**src/rtl/mult_pkg.sv**
```systemverilog
// Shared constants and state encoding for the shift-add multiplier controller.
package mult_pkg;

   localparam int N_BITS_DEF = 8;

   typedef enum logic [2:0] {
      IDLE  = 3'd0,
      CLR   = 3'd1,
      ADD   = 3'd2,
      SHIFT = 3'd3,
      DONE  = 3'd4,
      HOLD  = 3'd5
   } mult_state_t;

endpackage

```
**src/rtl/rise_detect.sv**
```systemverilog
// Rising-edge detector for the run request. The history flop comes out of
// reset set, so a run line already high when reset releases never looks like
// a fresh press.
module rise_detect (
   input  logic Clk,
   input  logic reset_n_i,
   input  logic sig_i,
   output logic rise_o
);

   logic run_q;

   // Remember last cycle's level; reset to 1 so a held line is not an edge.
   always_ff @(posedge Clk or negedge reset_n_i) begin
      if (!reset_n_i) run_q <= 1'b1;
      else            run_q <= sig_i;
   end

   assign rise_o = sig_i & ~run_q;

endmodule

```
**src/rtl/mult_control.sv**
```systemverilog
// Sequencer for a signed shift-add multiplier: one ADD/SHIFT pair per
// multiplier bit, the last partial product being subtracted because the
// multiplier MSB carries negative weight.
module mult_control
   import mult_pkg::*;
#(
   parameter int N_BITS = N_BITS_DEF
) (
   input  logic Clk,
   input  logic reset_n_i,
   input  logic run_i,
   input  logic load_clear_i,
   input  logic m_i,
   output logic ld_b_o,
   output logic clr_xa_o,
   output logic add_o,
   output logic sub_o,
   output logic shift_o,
   output logic busy_o,
   output logic done_o
);

   localparam int CW = (N_BITS > 1) ? $clog2(N_BITS) : 1;
   localparam logic [CW-1:0] LAST = CW'(N_BITS - 1);

   mult_state_t state, state_next;
   logic [CW-1:0] cnt, cnt_next;
   logic run_rise;

   rise_detect u_rise (
      .Clk       (Clk),
      .reset_n_i (reset_n_i),
      .sig_i     (run_i),
      .rise_o    (run_rise)
   );

   // State and iteration counter registers.
   always_ff @(posedge Clk or negedge reset_n_i) begin
      if (!reset_n_i) begin
         state <= IDLE;
         cnt   <= '0;
      end else begin
         state <= state_next;
         cnt   <= cnt_next;
      end
   end

   // Next-state and output decode; a load request in IDLE swallows any start.
   always_comb begin
      state_next = state;
      cnt_next   = cnt;
      ld_b_o     = 1'b0;
      clr_xa_o   = 1'b0;
      add_o      = 1'b0;
      sub_o      = 1'b0;
      shift_o    = 1'b0;
      busy_o     = 1'b0;
      done_o     = 1'b0;
      unique case (state)
         IDLE: begin
            ld_b_o   = load_clear_i;
            clr_xa_o = load_clear_i;
            if (run_rise && !load_clear_i) state_next = CLR;
         end
         CLR: begin
            clr_xa_o   = 1'b1;
            busy_o     = 1'b1;
            cnt_next   = '0;
            state_next = ADD;
         end
         ADD: begin
            busy_o = 1'b1;
            if (cnt == LAST) sub_o = m_i;
            else             add_o = m_i;
            state_next = SHIFT;
         end
         SHIFT: begin
            busy_o  = 1'b1;
            shift_o = 1'b1;
            if (cnt == LAST) begin
               state_next = DONE;
            end else begin
               cnt_next   = cnt + CW'(1);
               state_next = ADD;
            end
         end
         DONE: begin
            done_o     = 1'b1;
            state_next = HOLD;
         end
         HOLD: begin
            if (!run_i) state_next = IDLE;
         end
         default: state_next = IDLE;
      endcase
   end

endmodule

```
**config.mk**
```make
export PLATFORM = sky130hd
export DESIGN_NAME = mult_control
export DESIGN_NICKNAME = d
export VERILOG_FILES = /design/src/rtl/mult_pkg.sv /design/src/rtl/rise_detect.sv /design/src/rtl/mult_control.sv
export SDC_FILE = /design/constraint.sdc
export NUM_CORES = 1
export LEC_CHECK = 0
export ABC_AREA = 1
export BUFFER_PORTS_ARGS = -buffer_cell sky130_fd_sc_hd__buf_2
export CAP_MARGIN = 10
export CORE_AREA = 2 2 39 41
export CTS_CLUSTER_DIAMETER = 40
export DETAILED_ROUTE_END_ITERATION = 10
export DIE_AREA = 0 0 41 43
export GPL_ROUTABILITY_DRIVEN = 0
export PLACE_DENSITY_LB_ADDON = 0.08
export SLEW_MARGIN = 20
export SYNTH_ARGS = -nofsm -noshare
export SYNTH_HDL_FRONTEND = slang
export SYNTH_HIERARCHICAL = 1
export SYNTH_SLANG_ARGS = --single-unit
export TNS_END_PERCENT = 100
```
**constraint.sdc**
```tcl
create_clock -name Clk -period 3.3 [get_ports Clk]
set_input_delay 0.825 -clock Clk [delete_from_list [all_inputs] [get_ports Clk]]
set_output_delay 0.825 -clock Clk [all_outputs]
set_load 0.02 [all_outputs]
```
==> qor_table.md <==
| Group | Metric | Reported |
|---|---|---|
| route | Drt initial violations | 5 |
| clock network | CTS tree | done |
| synthesis | Number of synthesized flops with an enable pin | 0 |
| synthesis | Mapped cell area | 384 um2 |
| die | Die boundary height | 43 um |
| synthesis | Simple-gate area share of the yosys netlist | 0.371 |
| setup path | CP Data Required Time | 2.47 ns |
| timing | Hold violation count in the final report | 0 |
| setup path | Largest fanout on the critical path | 4 |
| synthesis | Number of cells produced by synthesis | 49 |
| layout | Final instance area | 485 um2 |
| setup path | Setup slack of the worst register-to-register path | 2.02 ns |
| route | Number of detailed-routing iterations run before antenna repair | 4 |
| min path | Min-delay worst type | input pin to asynchronous set/reset pin |
| job | Maximum Capacitance Violations | 0 |
| timing | Final worst clock skew | 0.000427 ns |
| placed design | I/O Buffers | 11 |
| route | Drt via density | 4.19 |
| synthesis | Xor and xnor fraction of the mapped netlist area | 0 |
| setup path | Critical path launch point | cnt[0] |
| placed design | Area after DPL | 459 um2 |
| timing | Slew headroom | 0.828 |
| clock network | Cts repair resizes | 0 |
| die | Boundary Pins | 12 |
| power and ir drop | Cell Pwr Density | 821 mW/mm2 |
| power and ir drop | Worst-case vdd ir drop | 0.258 mV |
| synthesis | Share of the synthesized area in compound gates (AO/OA/AOI/OAI) | 0.0261 |
| setup path | Startpoint kind of the worst setup timing path | register |
| synthesis | Yosys Warn Count | 6 |
| synthesis | Post-synth net total | 56 |
| layout | Area occupied by multi-input gates | 178 um2 |
| timing | Fmax | 440 MHz |
| placed design | Worst slack at placement | 1.19 ns |
| layout | Layout overhead on the synthesized area | 26.4% |
| setup path | Reg-to-reg startpoint | cnt[0] |
| layout | Number of standard cells in the layout, taps in and fillers out | 80 |
| setup path | Series of cell instances along the critical path | ha_1 -> ha_1 -> inv_1 -> nor3_1 -> buf_2 |
| synthesis | Commonest cells in the netlist | nand2_1, inv_1, dfrtp_1, nand3_1, nor3_1 |
| synthesis | Dominant cells by area after synthesis | dfrtp_1, nand2_1, nand3_1, dfstp_2, inv_1 |
| clock network | Latest clock arrival within the worst-skew pair | 0.25 ns |
| global routing | Sum of overflow across all layers after global routing | 0 |
| die | Area of the core region | 0.00138 mm2 |
| synthesis | Cell taking the most area after synthesis | dfrtp_1 |
| setup path | Number of cells on the worst reg-to-reg path | 6 |
| placed design | Half-perimeter wire length after detailed placement | 606 um |
| clock network | Clock-pin slew on the worst setup and hold paths | 0.05 ns |
| layout | Fill cell instance count of the final layout | 148 |
| setup path | Data arrival time at the worst-slack endpoint | 1.45 ns |
| setup path | Terminus of the critical flop-to-flop path | cnt[2] |
| global routing | Vias in the first global route | 302 |
| timing | Actual slew at the worst max-slew pin | 0.258 ns |
| timing | Final setup slack of the worst path | 1.03 ns |
| synthesis | Fraction of synthesized area in multiplexers | 0 |
| synthesis | Main combinational cell family by area after synthesis | simple AND/OR/NAND/NOR gates |
| timing | Final Cycle Share | 0.688 |
| timing | Setup total negative slack | 0 ns |
| global routing | GRT Resource Usage Total | 0.121 |
| timing | Final number of max-transition violations | 0 |
| synthesis | Sequential area share after synthesis | 0.459 |
| layout | Layout cells sized above 1 | 0.297 |
| run status | Run status | complete, no violations |
| route | Post-Route WL | 794 um |
| synthesis | Number of register bits inferred by synthesis | 7 |
| setup path | Largest stage delay on the critical path | 0.36 ns |
| die | Total Die Area | 0.00176 mm2 |
| route | DRC | 0 |
| layout | Number of antenna diodes | 0 |
| placed design | # placed instances | 76 |
| global routing | Largest net degree at the start of global routing | 8 |
| timing | RSZ-0062 raised after global routing | no |
| route | Routed via count | 335 |
| power and ir drop | PnR Total Power | 0.398 mW |
| synthesis | Area share of fa/ha/maj cells after synthesis | 0.0651 |
| timing | Final setup violation count | 0 |
| clock network | Max H-tree Level | 1 |
| clock network | Buffer cell driving the clock tree root | clkbuf_4 |
| die | Die extent in x | 41 um |
| setup path | Critical path class | register to output port |
| timing | Shortest period the worst path allows | 2.27 ns |
| setup path | Worst setup endpoint | sub_o |
| global routing | First-pass GRT wire length | 1.33 mm |
| clock network | Post-CTS setup repair buffer count | 0 |
| die | Row cnt | 14 |
| die | Initial Util | 0.278 |
| layout | Register Area | 176 um2 |
| clock network | Hold-fix buffer count after cts | 0 |
| setup path | Critical path capture point type | output port |
| synthesis | Mean instance size in the synthesized netlist | 7.84 um2 |
| setup path | Most frequent cell on the critical path | ha_1 |
| synthesis | Dominant register cell in the synthesized netlist | dfrtp_1 |
| power and ir drop | Leakage dissipation | 0.283 nW |
| global routing | Initial antenna violation count | 0 |
| clock network | Deepest clock path buffer count | 2 |
| layout | Number of nets in the layout | 72 |
| clock network | Number of sinks on the clock net | 7 |
| route | Average wire length per cell after detail routing | 9.93 um |
| synthesis | Most frequent cell after synthesis | nand2_1 |
| setup path | Slowest cell on the critical path | dfrtp_1 |
| synthesis | Async set or reset register ratio after synthesis | 1.00 |
| synthesis | Area share of the largest cell type after synthesis | 0.391 |
| clock network | Number of buffers added by the clock tree synthesis step | 3 |
| synthesis | Unique masters post-synth | 15 |
| route | Count of nets left with antenna violations after detail routing | 0 |
-- power breakdown --
group | internal (mW) | switching (mW)
logic | 0.0632 | 0.110
registers | 0.115 | 0.0327
clock network | 0.0461 | 0.0308
total | 0.224 | 0.174
-- how the worst min path moves through the flow --
stage	endpoint	slack [ns]	cells past startpoint
floorplan	cnt[1]	0.45	2
CTS	state[1]	0.40	1
detailed placement	cnt[1]	0.48	2
finish	state[1]	0.40	1
global placement	cnt[2]	0.48	2
global route	cnt[1]	0.41	1
-- placed cells by master, fill, tap and decap left out, drive strengths merged --
cell	Yosys	final
ha	2	2
nand3	6	6
dfrtp	6	6
nand4	1	1
nand2	15	15
nor3	3	3
dfstp	1	1
clkbuf	0	4
a21oi	2	2
nor2	4	4
inv	8	8
buf	0	11
nand3b	1	1
-- layout make-up --
cell class | instances | share of cell area
Inverter | 8 | 0.0619
Timing Repair Buffer | 11 | 0.113
Clock buffer | 4 | 0.0541
Tap cell | 16 | 0.0412
Multi-Input combinational cell | 34 | 0.366
Sequential cell | 7 | 0.363
-- registers in the layout, indices dropped and copies added, names as in the netlist --
| signal | cells |
|---|---|
| u_rise/run_q | 1 |
| cnt | 3 |
| state | 3 |
-- layer usage --
layer  routed length [um]  global-route usage
met5                    0                   0
met1                  405               0.155
met4                   10               0.100
met3                   53              0.0471
met2                  325               0.153
-- through the flow --
stage	hold WS [ns]	utilization
after global placement	0.477	0.332
after floorplan	0.453	-
after detailed placement	0.475	0.332
after global routing	0.411	0.351
after CTS	0.404	0.351
final	0.402	0.351
-- critical path: cells and delay by family (launching register included) --
| kind | cells | cell delay, ns |
|---|---|---|
| adder cells (fa/ha/maj) | 2 | 0.37 |
| flip-flops | 1 | 0.36 |
| AND/OR/NAND/NOR | 1 | 0.17 |
| buffers and inverters | 2 | 0.30 |
-- kinds of logic (layout without fill, tap and decap cells) --
logic type	Yosys count	after routing
buffers and inverters	8	23
AND/OR/NAND/NOR	30	30
AO/OA/AOI/OAI	2	2
flip-flops	7	7
adder cells (fa/ha/maj)	2	2
No activity file was read; power rests on OpenSTA's default activity.
